<file path="src/rtl/cpu_pkg.sv">
// Shared encodings for the multi-cycle RV32I controller: opcodes, datapath select enums and FSM states.
package cpu_pkg;

    localparam logic [6:0] OP_LOAD   = 7'b0000011;
    localparam logic [6:0] OP_STORE  = 7'b0100011;
    localparam logic [6:0] OP_R      = 7'b0110011;
    localparam logic [6:0] OP_I      = 7'b0010011;
    localparam logic [6:0] OP_BRANCH = 7'b1100011;
    localparam logic [6:0] OP_JAL    = 7'b1101111;

    typedef enum logic [2:0] {
        ALU_ADD = 3'b000,
        ALU_SUB = 3'b001,
        ALU_AND = 3'b010,
        ALU_OR  = 3'b011,
        ALU_SLT = 3'b101
    } alu_ctrl_e;

    typedef enum logic [1:0] {IMM_I = 2'b00, IMM_S = 2'b01, IMM_B = 2'b10, IMM_J = 2'b11} imm_src_e;
    typedef enum logic [1:0] {RES_ALUOUT = 2'b00, RES_MEM = 2'b01, RES_ALU = 2'b10} result_src_e;
    typedef enum logic [1:0] {SRCA_PC = 2'b00, SRCA_OLDPC = 2'b01, SRCA_RS1 = 2'b10} srca_e;
    typedef enum logic [1:0] {SRCB_RS2 = 2'b00, SRCB_IMM = 2'b01, SRCB_FOUR = 2'b10} srcb_e;

    typedef enum logic [3:0] {
        IDLE, FETCH, DECODE, MEMADR, MEM_RD, MEM_WB, MEM_WR,
        EXEC_R, EXEC_I, ALU_WB, BRANCH, JAL, TRAP
    } ctrl_state_e;

endpackage

</file>
<file path="src/rtl/multicycle_ctrl_if.sv">
// Controller <-> datapath/memory bundle; master is the sequencer, slave is the datapath side.
interface multicycle_ctrl_if;
    logic [31:0] instr;
    logic        zero;
    logic        mem_ready;
    logic        mem_req;
    logic        mem_we;
    logic        iord;
    logic        ir_we;
    logic        pc_we;
    logic        pc_src;
    logic        reg_write;
    logic [1:0]  alu_srca;
    logic [1:0]  alu_srcb;
    logic [2:0]  alu_ctrl;
    logic [1:0]  imm_src;
    logic [1:0]  result_src;
    logic        illegal;
    logic        bus_err;

    modport master (
        input  instr, zero, mem_ready,
        output mem_req, mem_we, iord, ir_we, pc_we, pc_src, reg_write,
               alu_srca, alu_srcb, alu_ctrl, imm_src, result_src, illegal, bus_err
    );

    modport slave (
        output instr, zero, mem_ready,
        input  mem_req, mem_we, iord, ir_we, pc_we, pc_src, reg_write,
               alu_srca, alu_srcb, alu_ctrl, imm_src, result_src, illegal, bus_err
    );
endinterface

</file>
<file path="src/rtl/alu_decoder.sv">
// Maps funct3/funct7[30] to an ALU operation for R/I-type execution; flags unsupported funct3.
module alu_decoder
    import cpu_pkg::*;
(
    input  logic       op_r,
    input  logic [2:0] f3,
    input  logic       f7b5,
    output alu_ctrl_e  alu_ctrl,
    output logic       bad_f3
);

    always_comb begin
        alu_ctrl = ALU_ADD;
        bad_f3   = 1'b0;
        case (f3)
            3'b000:  alu_ctrl = (op_r && f7b5) ? ALU_SUB : ALU_ADD;
            3'b111:  alu_ctrl = ALU_AND;
            3'b110:  alu_ctrl = ALU_OR;
            3'b010:  alu_ctrl = ALU_SLT;
            default: bad_f3   = 1'b1;
        endcase
    end

endmodule

</file>
<file path="src/rtl/multicycle_ctrl.sv">
// Multi-cycle RV32I sequencer: state register, next-state/output decode, memory wait timeout, sticky traps.
module multicycle_ctrl
    import cpu_pkg::*;
#(
    parameter int TIMEOUT = 64
) (
    input logic              clk,
    input logic              rst,
    multicycle_ctrl_if.master bus
);

    localparam int CW = $clog2(TIMEOUT + 1);

    ctrl_state_e   state, state_nx;
    logic [CW-1:0] wait_cnt;
    logic          illegal_q, bus_err_q;
    logic          set_illegal, set_bus_err;
    logic          waiting, timed_out, bad_f3;
    alu_ctrl_e     exec_alu;
    logic [6:0]    opcode;
    logic [2:0]    f3;

    assign opcode = bus.instr[6:0];
    assign f3     = bus.instr[14:12];

    alu_decoder u_alu_dec (
        .op_r     (state == EXEC_R),
        .f3       (f3),
        .f7b5     (bus.instr[30]),
        .alu_ctrl (exec_alu),
        .bad_f3   (bad_f3)
    );

    // A ready in the last allowed wait cycle still completes the access.
    assign waiting   = (state == FETCH || state == MEM_RD || state == MEM_WR) && !bus.mem_ready;
    assign timed_out = waiting && (wait_cnt == CW'(TIMEOUT - 1));

    always_ff @(posedge clk) begin
        if (!rst) begin
            state     <= IDLE;
            wait_cnt  <= '0;
            illegal_q <= 1'b0;
            bus_err_q <= 1'b0;
        end else begin
            state <= state_nx;
            if (state_nx != state) wait_cnt <= '0;
            else if (waiting)      wait_cnt <= wait_cnt + CW'(1);
            if (set_illegal) illegal_q <= 1'b1;
            if (set_bus_err) bus_err_q <= 1'b1;
        end
    end

    always_comb begin
        state_nx       = state;
        set_illegal    = 1'b0;
        set_bus_err    = 1'b0;
        bus.mem_req    = 1'b0;
        bus.mem_we     = 1'b0;
        bus.iord       = 1'b0;
        bus.ir_we      = 1'b0;
        bus.pc_we      = 1'b0;
        bus.pc_src     = 1'b0;
        bus.reg_write  = 1'b0;
        bus.alu_srca   = SRCA_PC;
        bus.alu_srcb   = SRCB_RS2;
        bus.alu_ctrl   = ALU_ADD;
        bus.imm_src    = IMM_I;
        bus.result_src = RES_ALUOUT;
        bus.illegal    = illegal_q;
        bus.bus_err    = bus_err_q;
        case (state)
            IDLE: state_nx = FETCH;
            FETCH: begin
                bus.mem_req = 1'b1;
                if (bus.mem_ready) begin
                    bus.ir_we    = 1'b1;
                    bus.pc_we    = 1'b1;
                    bus.alu_srcb = SRCB_FOUR;
                    state_nx     = DECODE;
                end else if (timed_out) begin
                    set_bus_err = 1'b1;
                    state_nx    = TRAP;
                end
            end
            DECODE: begin
                bus.alu_srca = SRCA_OLDPC;
                bus.alu_srcb = SRCB_IMM;
                bus.imm_src  = IMM_B;
                case (opcode)
                    OP_LOAD, OP_STORE: state_nx = MEMADR;
                    OP_R:              state_nx = EXEC_R;
                    OP_I:              state_nx = EXEC_I;
                    OP_BRANCH:         state_nx = BRANCH;
                    OP_JAL:            state_nx = JAL;
                    default: begin
                        set_illegal = 1'b1;
                        state_nx    = TRAP;
                    end
                endcase
            end
            MEMADR: begin
                bus.alu_srca = SRCA_RS1;
                bus.alu_srcb = SRCB_IMM;
                bus.imm_src  = (opcode == OP_STORE) ? IMM_S : IMM_I;
                state_nx     = (opcode == OP_STORE) ? MEM_WR : MEM_RD;
            end
            MEM_RD, MEM_WR: begin
                bus.mem_req = 1'b1;
                bus.iord    = 1'b1;
                bus.mem_we  = (state == MEM_WR);
                if (bus.mem_ready) begin
                    state_nx = (state == MEM_WR) ? FETCH : MEM_WB;
                end else if (timed_out) begin
                    set_bus_err = 1'b1;
                    state_nx    = TRAP;
                end
            end
            MEM_WB: begin
                bus.reg_write  = 1'b1;
                bus.result_src = RES_MEM;
                state_nx       = FETCH;
            end
            EXEC_R, EXEC_I: begin
                bus.alu_srca = SRCA_RS1;
                bus.alu_srcb = (state == EXEC_I) ? SRCB_IMM : SRCB_RS2;
                bus.alu_ctrl = exec_alu;
                if (bad_f3) begin
                    set_illegal = 1'b1;
                    state_nx    = TRAP;
                end else begin
                    state_nx = ALU_WB;
                end
            end
            ALU_WB: begin
                bus.reg_write = 1'b1;
                state_nx      = FETCH;
            end
            BRANCH: begin
                bus.alu_srca = SRCA_RS1;
                bus.alu_ctrl = ALU_SUB;
                bus.pc_src   = 1'b1;
                state_nx     = FETCH;
                case (f3)
                    3'b000:  bus.pc_we = bus.zero;
                    3'b001:  bus.pc_we = !bus.zero;
                    default: begin
                        set_illegal = 1'b1;
                        state_nx    = TRAP;
                    end
                endcase
            end
            JAL: begin
                bus.pc_we      = 1'b1;
                bus.pc_src     = 1'b1;
                bus.alu_srca   = SRCA_OLDPC;
                bus.alu_srcb   = SRCB_FOUR;
                bus.result_src = RES_ALU;
                bus.reg_write  = 1'b1;
                state_nx       = FETCH;
            end
            TRAP:    state_nx = TRAP;
            default: state_nx = IDLE;
        endcase
        // Reset silences every output immediately, including an in-flight memory request.
        if (!rst) begin
            bus.mem_req    = 1'b0;
            bus.mem_we     = 1'b0;
            bus.iord       = 1'b0;
            bus.ir_we      = 1'b0;
            bus.pc_we      = 1'b0;
            bus.pc_src     = 1'b0;
            bus.reg_write  = 1'b0;
            bus.alu_srca   = 2'b00;
            bus.alu_srcb   = 2'b00;
            bus.alu_ctrl   = 3'b000;
            bus.imm_src    = 2'b00;
            bus.result_src = 2'b00;
            bus.illegal    = 1'b0;
            bus.bus_err    = 1'b0;
        end
    end

endmodule

</file>
<file path="src/flat_wrapper.sv">
// flat-port wrapper written by rule: the top's interface ports become plain ports
module multicycle_ctrl_flat import cpu_pkg::*;
#(
    parameter int TIMEOUT = 64
)
  (clk, rst, bus_instr, bus_zero, bus_mem_ready, bus_mem_req, bus_mem_we, bus_iord, bus_ir_we, bus_pc_we, bus_pc_src, bus_reg_write, bus_alu_srca, bus_alu_srcb, bus_alu_ctrl, bus_imm_src, bus_result_src, bus_illegal, bus_bus_err);
  multicycle_ctrl_if bus_i ();
  input logic clk;
  input logic rst;
  input wire logic [$bits(bus_i.instr)-1:0] bus_instr;
  input wire logic [$bits(bus_i.zero)-1:0] bus_zero;
  input wire logic [$bits(bus_i.mem_ready)-1:0] bus_mem_ready;
  output wire logic [$bits(bus_i.mem_req)-1:0] bus_mem_req;
  output wire logic [$bits(bus_i.mem_we)-1:0] bus_mem_we;
  output wire logic [$bits(bus_i.iord)-1:0] bus_iord;
  output wire logic [$bits(bus_i.ir_we)-1:0] bus_ir_we;
  output wire logic [$bits(bus_i.pc_we)-1:0] bus_pc_we;
  output wire logic [$bits(bus_i.pc_src)-1:0] bus_pc_src;
  output wire logic [$bits(bus_i.reg_write)-1:0] bus_reg_write;
  output wire logic [$bits(bus_i.alu_srca)-1:0] bus_alu_srca;
  output wire logic [$bits(bus_i.alu_srcb)-1:0] bus_alu_srcb;
  output wire logic [$bits(bus_i.alu_ctrl)-1:0] bus_alu_ctrl;
  output wire logic [$bits(bus_i.imm_src)-1:0] bus_imm_src;
  output wire logic [$bits(bus_i.result_src)-1:0] bus_result_src;
  output wire logic [$bits(bus_i.illegal)-1:0] bus_illegal;
  output wire logic [$bits(bus_i.bus_err)-1:0] bus_bus_err;
  assign bus_i.instr = bus_instr;
  assign bus_i.zero = bus_zero;
  assign bus_i.mem_ready = bus_mem_ready;
  assign bus_mem_req = bus_i.mem_req;
  assign bus_mem_we = bus_i.mem_we;
  assign bus_iord = bus_i.iord;
  assign bus_ir_we = bus_i.ir_we;
  assign bus_pc_we = bus_i.pc_we;
  assign bus_pc_src = bus_i.pc_src;
  assign bus_reg_write = bus_i.reg_write;
  assign bus_alu_srca = bus_i.alu_srca;
  assign bus_alu_srcb = bus_i.alu_srcb;
  assign bus_alu_ctrl = bus_i.alu_ctrl;
  assign bus_imm_src = bus_i.imm_src;
  assign bus_result_src = bus_i.result_src;
  assign bus_illegal = bus_i.illegal;
  assign bus_bus_err = bus_i.bus_err;
  multicycle_ctrl #(.TIMEOUT(TIMEOUT)) u_core (.clk(clk), .rst(rst), .bus(bus_i));
endmodule
</file>
<file path="config.mk">
export PLATFORM = sky130hd
export DESIGN_NAME = multicycle_ctrl_flat
export DESIGN_NICKNAME = d
export VERILOG_FILES = /design/src/rtl/cpu_pkg.sv /design/src/rtl/multicycle_ctrl_if.sv /design/src/rtl/alu_decoder.sv /design/src/rtl/multicycle_ctrl.sv /design/src/flat_wrapper.sv
export SDC_FILE = /design/constraint.sdc
export NUM_CORES = 1
export LEC_CHECK = 0
export BUFFER_PORTS_ARGS = -buffer_cell sky130_fd_sc_hd__buf_4
export CAP_MARGIN = 30
export CORE_MARGIN = 2
export CORE_UTILIZATION = 45
export CTS_CLUSTER_SIZE = 30
export DETAILED_ROUTE_END_ITERATION = 8
export PLACE_DENSITY = 0.85
export RECOVER_POWER = 25
export SLEW_MARGIN = 25
export SYNTH_ARGS = -nofsm -noshare
export SYNTH_HDL_FRONTEND = slang
export SYNTH_SLANG_ARGS = --single-unit
export TNS_END_PERCENT = 100
</file>
<file path="constraint.sdc">
create_clock -name clk -period 2.7 [get_ports clk]
set_input_delay 0.405 -clock clk [delete_from_list [all_inputs] [get_ports clk]]
set_output_delay 0.405 -clock clk [all_outputs]
set_load 0.02 [all_outputs]
</file>
## Word-level counts from Yosys, hierarchy flattened

Cells that the tools add are included.

| storage, ports and cells | value |
|---|---|
| output and inout bits | 20 |
| input bits | 36 |
| word-level logic and storage cells | 102 |
| register bits after elaboration | 13 |

| cells by class | value |
|---|---|
| add/sub/neg operators | 1 |
| reductions and logical operators | 23 |
| bitwise logic cells | 1 |
| muxes and demuxes | 49 |
| equal/unequal tests | 24 |

Operators with widths:

| operator | number |
|---|---|
| 4-bit one-hot mux with 8 select lines | 1 |
| 1-bit 2-to-1 mux | 25 |
| 7-bit by 6-bit equality test with 1-bit output (second input constant) | 3 |
| 4-bit equality test (second input constant) | 5 |
| 4-bit one-hot mux with 5 select lines | 1 |
| 4-bit by 3-bit equality test with 1-bit output (second input constant) | 4 |
| 4-bit 2-to-1 mux | 4 |
| 2-bit OR reduction | 8 |
| 7-bit equality test (second input constant) | 2 |
| 2-bit 2-to-1 mux | 6 |
| 2-bit one-hot mux with 2 select lines | 3 |
| 3-bit one-hot mux with 4 select lines | 1 |
| 4-bit OR reduction | 3 |
| 3-bit 2-to-1 mux | 3 |
| 4-bit by 2-bit equality test with 1-bit output (second input constant) | 2 |
| 2-bit one-hot mux with 4 select lines | 1 |
| 7-bit by 1-bit adder with 7-bit output (second input constant) | 1 |
| 7-bit by 2-bit equality test with 1-bit output (second input constant) | 1 |
| 7-bit by 5-bit equality test with 1-bit output (second input constant) | 1 |
| 3-bit equality test (second input constant) | 2 |
| 1-bit one-hot mux with 3 select lines | 2 |
| 3-bit one-hot mux with 2 select lines | 1 |
| 3-bit OR reduction | 2 |
| 6-bit OR reduction | 1 |
| other kinds (11) | 15 |

## Logic depth before layout (Yosys ltp)

Gate-level depths: netlist (run 1).

| logic depth | value |
|---|---|
| word-level depth | 10 |
| depth in mapped cells | 8 |
| gate-level depth less buffers | 7 |

## Modules after synthesis

Synthesis (run 1) repeated with hierarchy kept, for this count alone.

| second synthesis, totals | value |
|---|---|
| cell total of the unflattened synthesis | 180 |
| area total of the unflattened synthesis | 1,267.5 sq um |

Modules (own cells, without submodules):

| module | cells an instance | times used | area an instance (sq um) | seq. area each (sq um) |
|---|---|---|---|---|
| multicycle_ctrl | 174 | 1 | 1,232.4 | 260.2 |
| alu_decoder | 6 | 1 | 35.0 | 0.0 |

## Least setup slack after synthesis (run 1)

OpenSTA, ideal clock, no wires.

| timing path | value |
|---|---|
| path kind | reg2out |
| from | register u_core.state[3] |
| to | output bus_pc_we |
| required time | 2,295 ps |
| arrival time | 1,890 ps |
| path buffers | 2 |
| cell stages (with the launch flop) | 7 |
| setup slack | 405 ps |
| cell sequence | dfxtp_1 -> buf_2 -> clkbuf_1 -> or3b_2 -> a21oi_1 -> a31oi_1 -> nor3_1 |

| between the ends | value |
|---|---|
| longest elaborated chain between the ends | 3 |
| elaborated cells on any way between the ends | 5 |
| those cells by class | eq/ne: 3; mux: 2 |

Ends and longest elaborated chain:

| element | RTL line | RTL |
|---|---|---|
| start: declaration | multicycle_ctrl.sv:14 | `ctrl_state_e state, state_nx;` |
| start signal: assignment | multicycle_ctrl.sv:45 | `state <= state_nx;` |
| 4-bit equality test or 4-bit by 1-bit equality test with 1-bit output (tied branches) | multicycle_ctrl.sv:71 | `case (state)` |
| 1-bit one-hot mux with 3 select lines * | multicycle_ctrl.sv:71 |  |
| 1-bit 2-to-1 mux * | multicycle_ctrl.sv:165 | `if (!rst) begin` |
| end: declaration | flat_wrapper.sv:17 | `output wire logic [$bits(bus_i.pc_we)-1:0] bus_pc_we;` |

Every way passes the cells marked *; elsewhere a longest branch is shown, timed or not.

## Worst setup path after layout (run 1)

| timing path | value |
|---|---|
| from | register u_core.wait_cnt[0] |
| to | register u_core.wait_cnt[0] |

| between the ends | value |
|---|---|
| longest elaborated chain between the ends | 7 |
| elaborated cells on any way between the ends | 9 |
| those cells by class | add/sub: 1; eq/ne: 2; mux: 4; reduce/logical: 2 |

Ends and longest elaborated chain:

| element | RTL line | RTL |
|---|---|---|
| start: declaration | multicycle_ctrl.sv:15 | `logic [CW-1:0] wait_cnt;` |
| start signal: assignment | multicycle_ctrl.sv:47 | `else if (waiting) wait_cnt <= wait_cnt + CW'(1);` |
| 7-bit by 6-bit equality test with 1-bit output | multicycle_ctrl.sv:36 | `assign timed_out = waiting && (wait_cnt == CW'(TIMEOUT - 1));` |
| 1-bit logical AND | multicycle_ctrl.sv:36 |  |
| 4-bit 2-to-1 mux | multicycle_ctrl.sv:80, multicycle_ctrl.sv:113 |  |
| 4-bit 2-to-1 mux (on tied branches) | multicycle_ctrl.sv:111, multicycle_ctrl.sv:75 |  |
| 4-bit one-hot mux with 8 select lines | multicycle_ctrl.sv:71 |  |
| 4-bit != test | multicycle_ctrl.sv:46 | `if (state_nx != state) wait_cnt <= '0;` |
| 2-bit OR reduction (no line) | -- |  |

Several ways; a longest one is shown, not always the timed one.
A chain may end at the register's enable or synchronous reset.

==> metrics.txt, run 1 <==
min Tclk post-route=2.39 ns; share of layout cells above drive strength 1=a little over a quarter; Max stage delay on crit path=approximately 0.42 ns; Hold Crit Class=reg -> reg; crit-path max FO=7; largest net degree at the start of global routing=22; Netlist cell types=53; antenna viol nets, final=0; Tot Pwr=roughly 1.1 mW; final slew viol count=0; Mean Syn Cell Area=approximately 7.7 um2; top post-synthesis cells by area=dfxtp_1 21%, and2_1 6.0%, nand2b_1 5.5%; Nets=240; drt first pass iters=4; status=completed; CTS hold repair buffers=0; Final Setup Violations=0; Final Hold Vio Count=0; H-tree depth=1; clk root buf=clkbuf_4; cells resized by post-CTS repair=0; commonest cells in the netlist=13 x dfxtp_1, 12 x and2_1, 12 x nand2_1; clk_lat worst skew=0.28 ns; Post-CTS Setup Repair Bufs=0; worst relative slew slack=49.0%; multi-input logic area=about 940 um2; DR vias=1,330; Global Route Usage Sum=between 20% and 30%; Storage cell area=around 260 um2; Fillers=281; critical path's slowest cell=nor3b_1; mean routed wirelength per cell=~13 um; total wire length=between 3000 and 4000 um; die width=between 50 and 60 um; syn_nets=about 200; synthesized instance count=164; Final GP Congestion=around 0.87; critical path class=reg -> reg; CP required=2.86 ns; worst endpoint data arrival time=2.55 ns; Worst setup EP type=register; Layout area overhead=26.6%; CP Cell Sequence=ha_1 > nand4_1 > or3_1 > nor3b_1 > and3b_1 > o2111ai_2 > nor3_1; most area-hungry cell type in the Yosys netlist=dfxtp_1; I/O pin count=56; clock slew at reported path FFs=approximately 0.080 ns; synthesized flop and latch total=13; # rows=19; most numerous cell in the Yosys netlist=dfxtp_1; Lkg Pwr=0.612 nW; clock skew=between 0.005 and 0.006 ns; Buffers on Ports=34; worst vdd ir=0.527 mV; initial antenna violation count=0; via/cell ratio=5.71; fin crit share=between 80% and 90%; global-route wire length before repair=5260 um; maximum clock path buffer count=2; Fmax=roughly 0.42 GHz; CP Buf/Inv Count=0; DIE AREA=between 3000 and 4000 um2; starting DRC count in detailed routing=25; slew at the pin with the worst max-slew slack=roughly 0.76 ns; RSZ-0062 raised after global routing=false; share of the synthesized area in the top cell type=a little over 20%; die height=between 50 and 60 um; ANT cells=0; Initial Utilization=46.4%; ys flop type=dfxtp_1; Synth Cell Area=~1300 um2; DRC viols=0; EDFF count, synth=0; sequential fraction of the synthesis area=approximately a fifth; CP Launch Type=register; TritonCTS clock tree=yes; post-synthesis async set-or-reset flop share=0%; final cell count without fillers=between 200 and 250; cts bufs inserted=3; clock sink total=13; max cap viols=0; post-DP HPWL=between 2000 and 2500 um; worst hold margin=0.460 ns; Synth Warn #=0; family with the most delay on the worst path=simple AND/OR/NAND/NOR gates; GRT Residual Overflow=0; Setup Total Neg Slack=0 ns; DP Cell Count=229; Core Box Area=roughly 2700 um2; Cell Pwr Density=a little over 700 nW/um2; vias in the first global route=1,210
-- cells in the final DEF (no fill, tap or decap), types with 5 or more instances in the layout --
master / count
clkbuf_1: 7
a21oi_1: 6
nand2b_1: 11
nor3_1: 10
nand2_1: 12
dfxtp_1: 13
buf_4: 39
xor2_1: 7
and2_1: 12
nor2_1: 11
nor3b_1: 5
-- flip-flops by register name, indices dropped and copies added (netlist names) --
register,flops
u_core.illegal_q,1
u_core.wait_cnt,7
u_core.state,4
u_core.bus_err_q,1
-- worst reg2reg max path: cells and delay by family (launching register included) --
kind | cells | cell delay [ns]
AND/OR/NAND/NOR | 5 | 1.30
adder cells (fa/ha/maj) | 1 | 0.22
AO/OA/AOI/OAI | 1 | 0.36
flip-flops | 1 | 0.40
-- final cells by class --
cell class / count / area share [%]
Clock buffer: 4 / 1.65
Inverter: 3 / 0.706
Multi-Input combinational cell: 137 / 59.1
Sequential cell: 13 / 16.3
Tap cell: 31 / 2.43
Timing Repair Buffer: 45 / 19.8
-- metal layers --
layer | GRT usage [%] | vias to the layer above | share of wire (%)
met5 | 0 | - | 0
met4 | 3.32 | 0 | 0.35
met3 | 4.61 | 2 | 4.9
met2 | 32.5 | 27 | 48
met1 | 27.4 | 618 | 47
li1 | - | 683 | -
-- cell families after synthesis --
family	after synthesis	share of synthesized area [%]
AND/OR/NAND/NOR	88	41.5
multiplexers	2	1.59
XOR/XNOR	9	6.26
AO/OA/AOI/OAI	37	24.6
flip-flops	13	20.7
buffers and inverters	14	4.47
adder cells (fa/ha/maj)	1	0.994
-- report_power, final --
group | leakage (nW) | internal [mW] | switching (mW) | total (mW)
sequential | 0.105 | 0.218 | 0.0441 | 0.263
clock | 0.0150 | 0.0574 | 0.0648 | 0.122
combinational | 0.492 | 0.342 | 0.404 | 0.746
-- path summary, 6_finish.rpt --
check | startpoint | endpoint | slack [ns] | cells after the start
worst max-delay path | u_core.wait_cnt[0]$_SDFFE_PP0P_ | u_core.wait_cnt[0]$_SDFFE_PP0P_ | 0.31 | 7
worst min-delay path | u_core.bus_err_q$_SDFFE_PN0P_ | u_core.bus_err_q$_SDFFE_PN0P_ | 0.46 | 1
worst max register to register | u_core.wait_cnt[0]$_SDFFE_PP0P_ | u_core.wait_cnt[0]$_SDFFE_PP0P_ | 0.31 | 7
worst min register to register | u_core.bus_err_q$_SDFFE_PN0P_ | u_core.bus_err_q$_SDFFE_PN0P_ | 0.46 | 1
-- through the flow --
stage | util [%] | setup WS, ns | instance area [um2]
final | 58.8 | 0.306 | 1590
after CTS | 59.6 | 0.313 | 1620
after global routing | 58.8 | 0.100 | 1590
after global placement | 58.7 | 0.425 | 1590
after detailed placement | 58.7 | 0.344 | 1590
after floorplan | - | 0.405 | 1260
Power figures use the tool's default switching activity.
==> inputs of run 2 (changes only) <==
- BUFFER_PORTS_ARGS: -buffer_cell sky130_fd_sc_hd__buf_4 -> -buffer_cell sky130_fd_sc_hd__buf_2
- CORE_UTILIZATION: 45 -> 43
- clock period: 2.7 -> 1.98 ns (I/O delays scaled with it)
==> run 2 against run 1 <==
Via count grew 22%. Combinational power grew 130%. Power grew 100%. Register-to-register slack lost 0.52 ns. Die area grew 4.3%. The run now ends with setup timing left. Non-clock buffer count grew 45. Fmax grew 8.9%. Sequential cell count is the same. Clock-buffer cell count is the same. Utilization grew 20 points.
==> metrics.txt, run 2 (same netlist as run 1, synthesis figures left out) <==
via/cell ratio=about 5.8; DR vias=approximately 1,600; Lkg Pwr=approximately 0.92 nW; total wire length=about 4600 um; global-route wire length before repair=~6600 um; GRT Residual Overflow=0; clock skew=roughly 0.011 ns; drt first pass iters=4; Initial Utilization=45.6%; Fmax=about 0.46 GHz; Buffers on Ports=34; fin crit share=111%; Biggest register=u_core.wait_cnt; # rows=19; clock slew at reported path FFs=around 0.09 ns; starting DRC count in detailed routing=between 90 and 100; post-DP HPWL=~2700 um; worst vdd ir=approximately 1.3 mV; Largest regs=u_core.wait_cnt x7, u_core.state x4; DRC viols=0; maximum clock path buffer count=2; dpl cell area=between 1500 and 2000 um2; antenna viol nets, final=0; CTS hold repair buffers=0; setup ws final=-0.217 ns; largest net degree at the start of global routing=22; RSZ-0062 raised after global routing=true; share of layout cells above drive strength 1=55.9%; Layout area overhead=73.1%; Final Hold Vio Count=0; vias in the first global route=~1,400; clock sink total=13; slew at the pin with the worst max-slew slack=between 0.4 and 0.5 ns; critical path class=reg -> reg; initial antenna violation count=0; Nets=roughly 290; max reg flops=7; status=finished with violations; clk root buf=clkbuf_4; failing checks=setup timing; Core Box Area=between 2000 and 3000 um2; DIE AREA=around 3400 um2; crit-path max FO=7; pre-CTS setup slack=-0.290 ns; Hold Crit Class=in -> reg; worst endpoint data arrival time=2.39 ns; CP Launch Type=register; clk_lat worst skew=roughly 0.28 ns; Worst setup EP type=register; ANT cells=0; cts bufs inserted=3; Cell Pwr Density=~1000 nW/um2; CP required=around 2.2 ns; Final GP Congestion=~0.87; die height=about 58 um; commonest non-fill, non-tap cell in the layout=buf_4; Final Setup Violations=13; min Tclk post-route=2.20 ns; commonest cells after routing, fill and taps aside=46 x buf_4, 28 x buf_2, 12 x nand2_1, 11 x nor2_1, 11 x buf_6; design area=approximately 2200 um2; final slew viol count=0; I/O pin count=56; max cap viols=0; H-tree depth=1; worst relative slew slack=between 70% and 80%; die width=slightly below 60 um; Global Route Usage Sum=approximately 25%; mean routed wirelength per cell=between 15 and 20 um; TritonCTS clock tree=yes; Fillers=about 170
==> run 2: changes by cell type in the layout (fill, tap and decap cells not counted), sizes merged <==
cell,previous run,this run
buf,39,90
clkbuf,10,4
==> run 2: final cells by class <==
cell class	instances	area, um2	area share [%]
Multi-Input combinational cell	137	1120	51.6
Inverter	3	11.3	0.517
Sequential cell	13	278	12.8
Timing Repair Buffer	90	699	32.1
Tap cell	31	38.8	1.78
Clock buffer	4	26.3	1.21
==> run 2: per-stage QoR <==
step	hold slack [ns]	total power [mW]	util, %	std cells	TNS [ns]
2_1_floorplan	0.430	1.12	-	164	-0.0157
3_3_place_gp	0.441	1.55	64.4	257	-1.58
3_5_place_dp	0.447	1.59	64.4	257	-1.93
4_1_cts	0.401	1.99	75.1	273	-0.747
5_1_grt	0.396	2.40	79.0	278	-2.37
6_report	0.422	2.28	79.0	278	-1.45
==> run 2: metal layers <==
metal	track usage, %	part of all wire, %	up-vias
met2	44.5	51	62
met5	0	0	-
met4	5.98	3.7	0
met3	4.02	5.0	16
met1	32.3	41	769
li1	-	-	771
==> run 2: repair_timing <==
action	4_1_cts	5_1_grt
gates resized for setup	46	15
setup buffers	13	6
hold endpoints to repair	0	0
pin swaps	24	11
endpoints found under the setup margin	15	16
==> run 2: path summary, 6_finish.rpt <==
kind,start,to,slack [ns],cells after the start
max,u_core.state[1]$_SDFF_PN0_,u_core.wait_cnt[0]$_SDFFE_PP0P_,-0.22,7
min,rst,u_core.bus_err_q$_SDFFE_PN0P_,0.42,2
max reg2reg,u_core.state[1]$_SDFF_PN0_,u_core.wait_cnt[0]$_SDFFE_PP0P_,-0.22,7
min reg2reg,u_core.illegal_q$_SDFFE_PN0P_,u_core.illegal_q$_SDFFE_PN0P_,0.46,2
==> run 2: critical path: stages, from the launching register on <==
cell and delay, ns:
dfxtp_4 0.36, buf_6 0.12, or3b_4 0.41, a211oi_4 0.29, a21boi_2 0.11, a221oi_2 0.33, o2111ai_4 0.26, nor3_2 0.22
==> run 2: power by group <==
| part | total [mW] | internal [mW] | switching (mW) |
|---|---|---|---|
| logic | 1.71 | 0.907 | 0.800 |
| registers | 0.400 | 0.314 | 0.0855 |
| clock network | 0.169 | 0.0782 | 0.0906 |
| total | 2.28 | 1.30 | 0.976 |
